`config.mk`:
```
export PLATFORM = sky130hd
export DESIGN_NAME = dcache_ctrl_flat
export DESIGN_NICKNAME = d
export VERILOG_FILES = /design/src/rtl/dcache_pkg.sv /design/src/rtl/dcache_if.sv /design/src/rtl/dcache_array.sv /design/src/rtl/dcache_ctrl.sv /design/src/flat_wrapper.sv
export SDC_FILE = /design/constraint.sdc
export NUM_CORES = 2
export LEC_CHECK = 0
export ABC_CLOCK_PERIOD_IN_PS = 9600
export BUFFER_PORTS_ARGS = -buffer_cell sky130_fd_sc_hd__buf_2
export CAP_MARGIN = 10
export CORE_UTILIZATION = 40
export CTS_CLUSTER_SIZE = 24
export DETAILED_ROUTE_END_ITERATION = 10
export SLEW_MARGIN = 20
export SYNTH_ARGS = -nofsm -noshare
export SYNTH_HDL_FRONTEND = slang
export SYNTH_HIERARCHICAL = 1
export SYNTH_SLANG_ARGS = --single-unit
```
`constraint.sdc`:
```
create_clock -name clk -period 9.6 [get_ports clk]
set_input_delay 0.96 -clock clk [delete_from_list [all_inputs] [get_ports clk]]
set_output_delay 0.96 -clock clk [all_outputs]
set_load 0.02 [all_outputs]
```
`src/rtl/dcache_pkg.sv`:
```
// Shared definitions for the data cache: controller state encoding and the
// default geometry with the address field widths it implies.
package dcache_pkg;

  localparam int CACHE_LINES = 16;
  localparam int CACHE_WORDS = 4;
  localparam int WORD_BITS   = $clog2(CACHE_WORDS);
  localparam int INDEX_BITS  = $clog2(CACHE_LINES);
  localparam int OFF_BITS    = 2 + WORD_BITS;
  localparam int TAG_BITS    = 32 - OFF_BITS - INDEX_BITS;

  typedef enum logic [1:0] {
    IDLE   = 2'd0,
    WRBACK = 2'd1,
    REFILL = 2'd2
  } state_t;

endpackage

```
`src/rtl/dcache_if.sv`:
```
// Bundle of the pipeline request/response and the main-memory burst signals.
// Handshake: a request is held while dhit=0 and completes on the edge where
// dhit=1; a memory beat is offered while mem_req=1 and completes on the edge
// where mem_ack=1, with mem_req/mem_addr/mem_we/mem_wdata held until then.
interface dcache_if;
  logic        req_valid;
  logic        req_write;
  logic        req_byte;
  logic [31:0] req_addr;
  logic [31:0] req_wdata;
  logic [31:0] rdata;
  logic        dhit;
  logic        mem_req;
  logic        mem_we;
  logic [31:0] mem_addr;
  logic [31:0] mem_wdata;
  logic [31:0] mem_rdata;
  logic        mem_ack;

  modport master (
    output req_valid, req_write, req_byte, req_addr, req_wdata,
    input  rdata, dhit,
    input  mem_req, mem_we, mem_addr, mem_wdata,
    output mem_rdata, mem_ack
  );

  modport slave (
    input  req_valid, req_write, req_byte, req_addr, req_wdata,
    output rdata, dhit,
    output mem_req, mem_we, mem_addr, mem_wdata,
    input  mem_rdata, mem_ack
  );
endinterface

```
`src/rtl/dcache_array.sv`:
```
// Tag/valid/dirty metadata and line data storage for a direct-mapped cache.
// Combinational read by index/word; byte-enabled word write; line metadata update.
module dcache_array import dcache_pkg::*; #(
  parameter int LINES = CACHE_LINES,
  parameter int WORDS = CACHE_WORDS
) (
  input  logic                                   clk,
  input  logic                                   reset,
  input  logic [$clog2(LINES)-1:0]               rd_index,
  input  logic [$clog2(WORDS)-1:0]               rd_word,
  output logic [31:0]                            rd_data,
  output logic [31-2-$clog2(WORDS)-$clog2(LINES):0] rd_tag,
  output logic                                   rd_valid,
  output logic                                   rd_dirty,
  input  logic                                   wr_en,
  input  logic [$clog2(LINES)-1:0]               wr_index,
  input  logic [$clog2(WORDS)-1:0]               wr_word,
  input  logic [3:0]                             wr_be,
  input  logic [31:0]                            wr_data,
  input  logic                                   meta_fill,
  input  logic                                   dirty_set,
  input  logic [31-2-$clog2(WORDS)-$clog2(LINES):0] meta_tag
);

  localparam int TB = 32 - 2 - $clog2(WORDS) - $clog2(LINES);

  logic [31:0]   data_q [LINES][WORDS];
  logic [TB-1:0] tag_q  [LINES];
  logic [LINES-1:0] valid_q;
  logic [LINES-1:0] dirty_q;

  assign rd_data  = data_q[rd_index][rd_word];
  assign rd_tag   = tag_q[rd_index];
  assign rd_valid = valid_q[rd_index];
  assign rd_dirty = dirty_q[rd_index];

  // Reset only clears the status bits; stale tags/data are unreachable once invalid.
  always_ff @(posedge clk) begin
    if (reset) begin
      valid_q <= '0;
      dirty_q <= '0;
    end else begin
      if (meta_fill) begin
        valid_q[wr_index] <= 1'b1;
        dirty_q[wr_index] <= 1'b0;
      end
      if (dirty_set) begin
        dirty_q[wr_index] <= 1'b1;
      end
    end
  end

  always_ff @(posedge clk) begin
    if (meta_fill) begin
      tag_q[wr_index] <= meta_tag;
    end
  end

  always_ff @(posedge clk) begin
    if (wr_en) begin
      for (int b = 0; b < 4; b++) begin
        if (wr_be[b]) begin
          data_q[wr_index][wr_word][8*b +: 8] <= wr_data[8*b +: 8];
        end
      end
    end
  end

endmodule

```
`src/rtl/dcache_ctrl.sv`:
```
// Direct-mapped write-back, write-allocate data cache controller for the M stage.
// Misses are served by word-serial writeback and refill bursts to main memory.
module dcache_ctrl import dcache_pkg::*; #(
  parameter int LINES = CACHE_LINES,
  parameter int WORDS = CACHE_WORDS
) (
  input  logic    clk,
  input  logic    reset,
  dcache_if.slave bus,
  output state_t  dbg_state
);

  localparam int WB = $clog2(WORDS);
  localparam int IB = $clog2(LINES);
  localparam int OB = 2 + WB;
  localparam int TB = 32 - OB - IB;

  state_t        state;
  logic [WB-1:0] beat;
  logic [IB-1:0] lat_index;
  logic [TB-1:0] lat_tag;
  logic [TB-1:0] vic_tag;
  logic          mem_req_q;
  logic          mem_we_q;

  logic [WB-1:0] req_word;
  logic [IB-1:0] req_index;
  logic [TB-1:0] req_tag;
  logic          in_idle;
  logic          hit;
  logic          idle_hit;
  logic          miss;
  logic          last_beat;
  logic          refill_ack;

  logic [IB-1:0] rd_index;
  logic [WB-1:0] rd_word;
  logic [31:0]   rd_data;
  logic [TB-1:0] rd_tag;
  logic          rd_valid;
  logic          rd_dirty;
  logic          wr_en;
  logic [IB-1:0] wr_index;
  logic [WB-1:0] wr_word;
  logic [3:0]    wr_be;
  logic [31:0]   wr_data;
  logic          meta_fill;
  logic          dirty_set;

  assign req_word  = bus.req_addr[OB-1:2];
  assign req_index = bus.req_addr[OB+IB-1:OB];
  assign req_tag   = bus.req_addr[31:OB+IB];

  assign in_idle    = (state == IDLE);
  assign hit        = bus.req_valid && rd_valid && (rd_tag == req_tag);
  assign idle_hit   = in_idle && hit;
  assign miss       = in_idle && bus.req_valid && !hit;
  assign last_beat  = (beat == WB'(WORDS - 1));
  assign refill_ack = (state == REFILL) && bus.mem_ack;

  // Lookups use the live request in IDLE; bursts use the latched line address.
  assign rd_index = in_idle ? req_index : lat_index;
  assign rd_word  = in_idle ? req_word  : beat;

  assign wr_en     = (idle_hit && bus.req_write) || refill_ack;
  assign wr_index  = in_idle ? req_index : lat_index;
  assign wr_word   = in_idle ? req_word  : beat;
  assign meta_fill = refill_ack && last_beat;
  assign dirty_set = idle_hit && bus.req_write;

  // Big-endian byte lanes: offset 0 lands in bits [31:24].
  always_comb begin
    wr_be   = 4'hF;
    wr_data = bus.mem_rdata;
    if (in_idle) begin
      wr_data = bus.req_wdata;
      if (bus.req_byte) begin
        wr_be   = 4'b1000 >> bus.req_addr[1:0];
        wr_data = {4{bus.req_wdata[7:0]}};
      end
    end
  end

  dcache_array #(.LINES(LINES), .WORDS(WORDS)) u_array (
    .clk       (clk),
    .reset     (reset),
    .rd_index  (rd_index),
    .rd_word   (rd_word),
    .rd_data   (rd_data),
    .rd_tag    (rd_tag),
    .rd_valid  (rd_valid),
    .rd_dirty  (rd_dirty),
    .wr_en     (wr_en),
    .wr_index  (wr_index),
    .wr_word   (wr_word),
    .wr_be     (wr_be),
    .wr_data   (wr_data),
    .meta_fill (meta_fill),
    .dirty_set (dirty_set),
    .meta_tag  (lat_tag)
  );

  always_ff @(posedge clk) begin
    if (reset) begin
      state     <= IDLE;
      beat      <= '0;
      lat_index <= '0;
      lat_tag   <= '0;
      vic_tag   <= '0;
      mem_req_q <= 1'b0;
      mem_we_q  <= 1'b0;
    end else begin
      case (state)
        IDLE: begin
          if (miss) begin
            lat_index <= req_index;
            lat_tag   <= req_tag;
            vic_tag   <= rd_tag;
            beat      <= '0;
            mem_req_q <= 1'b1;
            if (rd_valid && rd_dirty) begin
              state    <= WRBACK;
              mem_we_q <= 1'b1;
            end else begin
              state    <= REFILL;
              mem_we_q <= 1'b0;
            end
          end
        end
        WRBACK: begin
          if (bus.mem_ack) begin
            if (last_beat) begin
              beat     <= '0;
              state    <= REFILL;
              mem_we_q <= 1'b0;
            end else begin
              beat <= beat + WB'(1);
            end
          end
        end
        REFILL: begin
          if (bus.mem_ack) begin
            if (last_beat) begin
              beat      <= '0;
              state     <= IDLE;
              mem_req_q <= 1'b0;
            end else begin
              beat <= beat + WB'(1);
            end
          end
        end
        default: begin
          state     <= IDLE;
          beat      <= '0;
          mem_req_q <= 1'b0;
          mem_we_q  <= 1'b0;
        end
      endcase
    end
  end

  assign bus.dhit      = in_idle && (!bus.req_valid || hit);
  assign bus.rdata     = rd_data;
  assign bus.mem_req   = mem_req_q;
  assign bus.mem_we    = mem_we_q;
  assign bus.mem_addr  = mem_req_q ? {((state == WRBACK) ? vic_tag : lat_tag), lat_index, beat, 2'b00} : 32'h0;
  assign bus.mem_wdata = (state == WRBACK) ? rd_data : 32'h0;
  assign dbg_state     = state;

endmodule

```
`src/flat_wrapper.sv`:
```
// flat-port wrapper written by rule: the top's interface ports become plain ports
module dcache_ctrl_flat import dcache_pkg::*;
#(
  parameter int LINES = CACHE_LINES,
  parameter int WORDS = CACHE_WORDS
)
  (clk, reset, dbg_state, bus_req_valid, bus_req_write, bus_req_byte, bus_req_addr, bus_req_wdata, bus_rdata, bus_dhit, bus_mem_req, bus_mem_we, bus_mem_addr, bus_mem_wdata, bus_mem_rdata, bus_mem_ack);
  dcache_if bus_i ();
  input  logic clk;
  input  logic reset;
  output state_t dbg_state;
  input wire logic [$bits(bus_i.req_valid)-1:0] bus_req_valid;
  input wire logic [$bits(bus_i.req_write)-1:0] bus_req_write;
  input wire logic [$bits(bus_i.req_byte)-1:0] bus_req_byte;
  input wire logic [$bits(bus_i.req_addr)-1:0] bus_req_addr;
  input wire logic [$bits(bus_i.req_wdata)-1:0] bus_req_wdata;
  output wire logic [$bits(bus_i.rdata)-1:0] bus_rdata;
  output wire logic [$bits(bus_i.dhit)-1:0] bus_dhit;
  output wire logic [$bits(bus_i.mem_req)-1:0] bus_mem_req;
  output wire logic [$bits(bus_i.mem_we)-1:0] bus_mem_we;
  output wire logic [$bits(bus_i.mem_addr)-1:0] bus_mem_addr;
  output wire logic [$bits(bus_i.mem_wdata)-1:0] bus_mem_wdata;
  input wire logic [$bits(bus_i.mem_rdata)-1:0] bus_mem_rdata;
  input wire logic [$bits(bus_i.mem_ack)-1:0] bus_mem_ack;
  assign bus_i.req_valid = bus_req_valid;
  assign bus_i.req_write = bus_req_write;
  assign bus_i.req_byte = bus_req_byte;
  assign bus_i.req_addr = bus_req_addr;
  assign bus_i.req_wdata = bus_req_wdata;
  assign bus_rdata = bus_i.rdata;
  assign bus_dhit = bus_i.dhit;
  assign bus_mem_req = bus_i.mem_req;
  assign bus_mem_we = bus_i.mem_we;
  assign bus_mem_addr = bus_i.mem_addr;
  assign bus_mem_wdata = bus_i.mem_wdata;
  assign bus_i.mem_rdata = bus_mem_rdata;
  assign bus_i.mem_ack = bus_mem_ack;
  dcache_ctrl #(.LINES(LINES), .WORDS(WORDS)) u_core (.clk(clk), .reset(reset), .bus(bus_i), .dbg_state(dbg_state));
endmodule
```
# Word-level counts from Yosys, hierarchy flattened
# Memory sizes are Yosys's and may differ from the RTL's.
# Cells that the tools add are included.
[word_totals]
reg_bits = 90
mem_bits_rw = 2432
inputBits = 102
output_inout_bits = 101
memories = 2
[classes]
add_sub_neg = 1
order_cmp = 4
n_eq_ne = 10
shifts = 1
mux = 445
n_bitwise = 391
reduce_logical = 23
[mem_list]
columns = ["name", "words", "word_bits", "rd", "rd_clocked_by_memory_dff", "write_ports", "line", "source"]
rows = [
  ["u_core.u_array.data_q", 16, 128, 1, 0, 1, "dcache_array.sv:27", "logic [31:0] data_q [LINES][WORDS];"],
  ["u_core.u_array.tag_q", 16, 24, 1, 0, 1, "dcache_array.sv:28", "logic [TB-1:0] tag_q [LINES];"],
]
[op_table]
columns = ["op", "count"]
rows = [
  ["128-bit two-way mux", 4],
  ["1-bit two-way mux", 402],
  ["1-bit OR", 384],
  ["32-bit demux with 2-bit select", 4],
  ["32-bit two-way mux", 7],
  ["32-bit binary-select mux with 2-bit select", 1],
  ["16-bit two-way mux", 4],
  ["24-bit two-way mux", 2],
  ["16-bit OR", 2],
  ["24-bit equality test", 1],
  ["2-bit two-way mux", 10],
  ["16-bit bitwise AND", 1],
  ["16-bit NOT", 1],
  ["1-bit logical AND", 12],
  ["4-bit two-way mux", 3],
  ["1-bit binary-select mux with 4-bit select", 2],
  ["8-bit two-way mux", 1],
  ["4-bit AND reduction", 2],
  ["2-bit by 1-bit inequality test with 1-bit output, second input constant", 3],
  ["2-bit inequality test, second input constant", 3],
  ["1-bit one-hot mux with 3 select lines", 2],
  ["2-bit one-hot mux with 3 select lines", 1],
  ["4-bit by 5-bit less-than comparator with 1-bit output, second input constant", 1],
  ["5-bit AND reduction", 1],
  ["16 further kinds", 21],
]

# Longest topological paths before layout
[logic_depth]
depth_word = 14
depth_mapped = 23
ltp_nobuf = 15

# Hierarchy
# The synthesis kept the hierarchy.
[by_module_without_submodules]
columns = ["mod", "n_inst", "cells_each", "area_each_um2"]
rows = [
  ["dcache_array", 1, 4145, 94872.2],
  ["dcache_ctrl", 1, 528, 4257.8],
]

# Worst setup path before layout
# No wires, ideal clock.
[synth_timing]
kind = "register to register"
startpoint = "register u_core.state[0] (netlist: u_core/dbg_state[0])"
endpoint = "memory u_core/u_array/data_q[0][56] (netlist name), enable pin"
t_arrival_ps = 5665
t_required_ps = 9230
setup_slack_ps = 3565
stages_incl_launch_ff = 22
path_buffers = 9
cell_sequence = "dfxtp_1 -> inv_1 -> ha_1 -> clkbuf_1 -> clkbuf_1 -> mux2_2 -> buf_2 -> buf_2 -> clkbuf_1 -> buf_1 -> mux4_2 -> mux4_2 -> xor2_1 -> nor4_1 -> nand4_1 -> nor4_1 -> a32o_1 -> clkbuf_1 -> clkbuf_1 -> nand3_1 -> clkbuf_1 -> nor2_1"
[synth_lines]
columns = ["element", "line", "source"]
rows = [
  ["from (decl)", "dcache_ctrl.sv:18", "state_t state;"],
  ["from (signal assigned)", "dcache_ctrl.sv:105", "state <= IDLE;"],
  ["from (signal assigned)", "dcache_ctrl.sv:122", "state <= WRBACK;"],
  ["from (signal assigned)", "dcache_ctrl.sv:125", "state <= REFILL;"],
  ["2-bit logical NOT (*)", "dcache_ctrl.sv:54", "assign in_idle = (state == IDLE);"],
  ["named net u_core.in_idle", "dcache_ctrl.sv:29", "logic in_idle;"],
  ["4-bit two-way mux (*)", "dcache_ctrl.sv:62", "assign rd_index = in_idle ? req_index : lat_index;"],
  ["named net u_core.rd_index[1]", "dcache_ctrl.sv:36", "logic [IB-1:0] rd_index;"],
  ["memory 16 x 24 bit (*)", "--", ""],
  ["named net u_core.rd_tag[17]", "dcache_ctrl.sv:39", "logic [TB-1:0] rd_tag;"],
  ["24-bit equality test (*)", "dcache_ctrl.sv:55", "assign hit = bus.req_valid && rd_valid && (rd_tag == req_tag);"],
  ["1-bit logical AND (*)", "dcache_ctrl.sv:55", ""],
  ["1-bit logical AND (*)", "dcache_ctrl.sv:56", "assign idle_hit = in_idle && hit;"],
  ["1-bit logical AND (*)", "dcache_ctrl.sv:65", "assign wr_en = (idle_hit && bus.req_write) || refill_ack;"],
  ["1-bit logical OR (*)", "dcache_ctrl.sv:65", ""],
  ["named net u_core.wr_en", "dcache_ctrl.sv:42", "logic wr_en;"],
  ["1-bit two-way mux", "dcache_array.sv:60", "if (wr_en) begin"],
  ["128-bit two-way mux (implied by the code)", "dcache_array.sv:63", "data_q[wr_index][wr_word][8*b +: 8] <= wr_data[8*b +: 8];"],
  ["1-bit OR (no source line) (2 in series)", "--", ""],
  ["1-bit OR (no source line) (*)", "--", ""],
  ["to (decl)", "dcache_array.sv:27", ""],
]
# The timed path passes the listed nets; every way through them passes the cells marked *. The select of a mux whose other input is x is not followed.

# Worst setup path after layout
[layout_timing]
startpoint = "register u_core.state[0] (netlist: u_core/dbg_state[0])"
endpoint = "memory u_core/u_array/data_q[1][12] (netlist name), enable pin"
# The elaborated chain is that of the path after synthesis.

==> impl_metrics.json <==
{
  "worstPathMaxFanout": 71,
  "clock_latency_ns": 0.92,
  "synth-simple-area-share_pct": 2.995,
  "initial_core_util_pct": 40.27,
  "synth-compound-area-share_pct": 1.393,
  "clkSinkCount": 2522,
  "finalSetupViolations": 0,
  "power_switching_mw": 8.095,
  "fillers": 20290,
  "synth_cell_types": 57,
  "relSlewSlack_pct": 21.23,
  "num_rows": 182,
  "min_to": "u_core/lat_tag[21]",
  "irDropWorstVdd_uv": 203.7,
  "clk_pin_slew_ns": 0.06,
  "cts_setup_buffers": 0,
  "place_inst": 7997,
  "min_from": "bus_req_addr[29]",
  "synthXorXnorAreaFrac_pct": 0.2120,
  "wl_mm": 258.5,
  "yosysWarnings": 6,
  "path_buf_inv": 3,
  "grt_pass1_vias": 48580,
  "synth-edff-count": 2432,
  "dieHeight_um": 499.8,
  "finalNetCount": 5070,
  "min_period_over_period_pct": 83.46,
  "setup_tns_ns": 0,
  "io_buffer_count": 200,
  "reg2reg_from": "u_core/dbg_state[0]",
  "yosysSeqAreaShare_pct": 75.49,
  "fin_skew_ns": 0.07616,
  "drc_errors": 0,
  "synthCells": 4673,
  "syn_avg_cell_area_sq_um": 21.21,
  "hold_depth": 3,
  "r2r_slack_ns": 1.59,
  "hold_viol_final": 0,
  "worstPathCellList": "inv_1, ha_4, mux2_8, buf_4, mux4_2, mux4_2, xor2_1, nor4_1, nand4_1, nor4_1, a32o_1, buf_4, nand4_1, nor2_1",
  "syn-cell-area_sq_mm": 0.09913,
  "p_seq_share_pct": 44.7,
  "dp_hpwl_mm": 153.4,
  "pwr-share-comb_pct": 20.2,
  "dieArea_sq_mm": 0.2498,
  "ant_nets": 0,
  "grt_max_degree": 114,
  "cts-root-buf": "clkbuf_16",
  "slew_viol_final": 0,
  "p_int_mw": 21.07,
  "synthTopCellsByArea": "edfxtp_1 74%, mux4_2 16%, dfxtp_1 1.8%",
  "fin_cells": 8466,
  "drt_iter0_markers": 5746,
  "h-tree-depth": 5,
  "rsz0062_at_grt": "false",
  "synth_fa_ha_area_share_pct": 0.05049,
  "drive_gt1_share_pct": 28.79,
  "ctsResizeCount": 0,
  "viasPerCell": 5.744,
  "track_usage_pct": 20.69,
  "grt_pass1_wl_mm": 368.7,
  "fmax_mhz": 124.8,
  "clkPwrFrac_pct": 35.1,
  "gp_congestion": 0.8053,
  "ys_top_cells_by_count": "2432 x edfxtp_1, 712 x mux4_2, 367 x nor2_1",
  "cts_tree": "built",
  "cp-start-kind": "flop",
  "ys_ff_latch": 2522,
  "critPathKind": "flop to flop",
  "slowest_delay_ns": 0.91,
  "holdCritPathClass": "input pin to flop",
  "critPathTopFamily": "simple AND/OR/NAND/NOR gates",
  "p_per_area_mw_per_mm2": 258.6,
  "antenna_found_initial": 16,
  "crit_required_ns": 10.07,
  "crit_arrival_ns": 8.48,
  "outcome": "finished, final reports clean",
  "final_cell_area_sq_mm": 0.1128,
  "endpoint_kind": "flop",
  "synthMuxAreaShare_pct": 18.24,
  "cts_buffers": 277,
  "synth_most_common_cell": "edfxtp_1",
  "yosysTopAreaCell": "edfxtp_1",
  "maxCapViolCount": 0,
  "firstDrtPassIters": 6,
  "tightest_slew_ns": 1.177,
  "avgRoutedWirePerCell_um": 30.53,
  "leakagePower_nw": 35.16,
  "r2r.worst_path.cells": 14,
  "die_x_um": 499.8,
  "holdWs_ns": 0.3207,
  "synth_top_family_by_area": "multiplexers",
  "crit_path_top_delay_cell": "nor2_1",
  "async_flop_share_pct": 0,
  "core_sq_mm": 0.2462,
  "top_level_ports": 203,
  "vias": 48630,
  "areaGrowthSynthToFinish_pct": 13.75,
  "power_mw": 29.16,
  "r2r-end": "u_core/u_array/data_q[1][12]",
  "period_needed_ns": 8.013,
  "synth_top_area_share_pct": 73.67,
  "switching_share_pct": 27.76,
  "grt.overflow.total": 0,
  "postCtsHoldBufs": 0,
  "clockBufferDepth": 4,
  "placed_cell_area_sq_mm": 0.1041,
  "synth_top_flop_cell": "edfxtp_1"
}
through the flow:
stage | setup WS (ns) | utilization (%)
after CTS | 1.404 | 45.80
after global placement | 1.306 | 42.29
after detailed placement | 1.203 | 42.30
after global routing | 1.166 | 45.81
final | 1.587 | 45.81
after floorplan | 3.565 | -
layer usage:
| metal | vias up | wire (um) | GRT usage (%) |
|---|---|---|---|
| met1 | 26180 | 106800 | 29.19 |
| met4 | 4 | 7091 | 5.882 |
| met5 | - | 26 | 0 |
| met3 | 325 | 20100 | 3.620 |
| met2 | 2232 | 124400 | 33.07 |
| li1 | 19880 | - | - |
worst register-to-register path: stages (launching register included):
cell and delay (ns):
dfxtp_1 0.40, inv_1 0.13, ha_4 0.25, mux2_8 0.85
buf_4 0.62, mux4_2 0.58, mux4_2 0.49, xor2_1 0.22
nor4_1 0.49, nand4_1 0.24, nor4_1 0.66, a32o_1 0.38
buf_4 0.49, nand4_1 0.86, nor2_1 0.91
cells in the final DEF, fill, tap and decap left out, types with 14 or more instances in the layout:
master        n
dfxtp_1      90
buf_2       200
mux4_2      712
buf_4        86
edfxtp_1   2432
clkinv_1     51
mux2i_1     173
nand3_1      21
nand2_1     148
bufinv_16    27
a22oi_1      32
and2_1       43
mux2_2       20
a21oi_4      25
a21oi_1      24
clkbuf_1     42
inv_1        38
o22ai_1      37
o221ai_1     14
clkinv_2     43
clkbuf_16   283
a31oi_1      23
nor2_1      366
nor2b_1      38
power groups by stage:
stage | clock network, mW | registers [mW] | logic (mW)
global placement | 0 | 13.3 | 5.96
CTS | 10.4 | 13.0 | 6.00
floorplan | 0 | 13.3 | 3.55
global route | 10.8 | 13.0 | 6.20
finish | 10.2 | 13.0 | 5.90
detailed placement | 0 | 13.3 | 6.00
registers in the layout (all words and copies together) (netlist names):
signal	count
u_core/beat	2
u_core/bus.mem_req	1
u_core/bus.mem_we	1
u_core/dbg_state	2
u_core/lat_index	4
u_core/lat_tag	24
u_core/u_array/data_q	2048
u_core/u_array/dirty_q	16
u_core/u_array/tag_q	384
u_core/u_array/valid_q	16
u_core/vic_tag	24
final cells by class:
class	instances	area, sq um	share of cell area [%]
clock inverter	140	1384	1.227
clock buffer	326	7253	6.432
antenna	3	7.507	0.006658
tap	3312	4144	3.675
multi-input combinational	1829	23180	20.56
sequential	2522	74830	66.36
timing repair buffer	294	1807	1.602
inverter	40	151.4	0.1343
cells by family (layout without fill, tap and decap cells):
family                   Yosys count  in the layout
other                              1              5
AO/OA/AOI/OAI                    202            202
adder cells (fa/ha/maj)            4              4
XOR/XNOR                          24             24
buffers and inverters            323            800
AND/OR/NAND/NOR                  684            684
multiplexers                     913            913
flip-flops                      2522           2522
worst max-delay path by stage:
stage / start / to / slack [ns] / cells after the start
2_1_floorplan: u_core/dbg_state[0] / u_core/u_array/data_q[0][56] / 3.56 / 21
3_3_place_gp: bus_req_addr[4] / u_core/u_array/data_q[7][1] / 1.31 / 13
3_5_place_dp: bus_req_addr[4] / u_core/u_array/data_q[14][3] / 1.20 / 13
4_1_cts: u_core/dbg_state[0] / u_core/u_array/data_q[2][0] / 1.40 / 14
5_1_grt: u_core/dbg_state[0] / u_core/u_array/data_q[14][0] / 1.17 / 14
6_report: u_core/dbg_state[0] / u_core/u_array/data_q[1][12] / 1.59 / 14
Power figures use the tool's default switching activity.
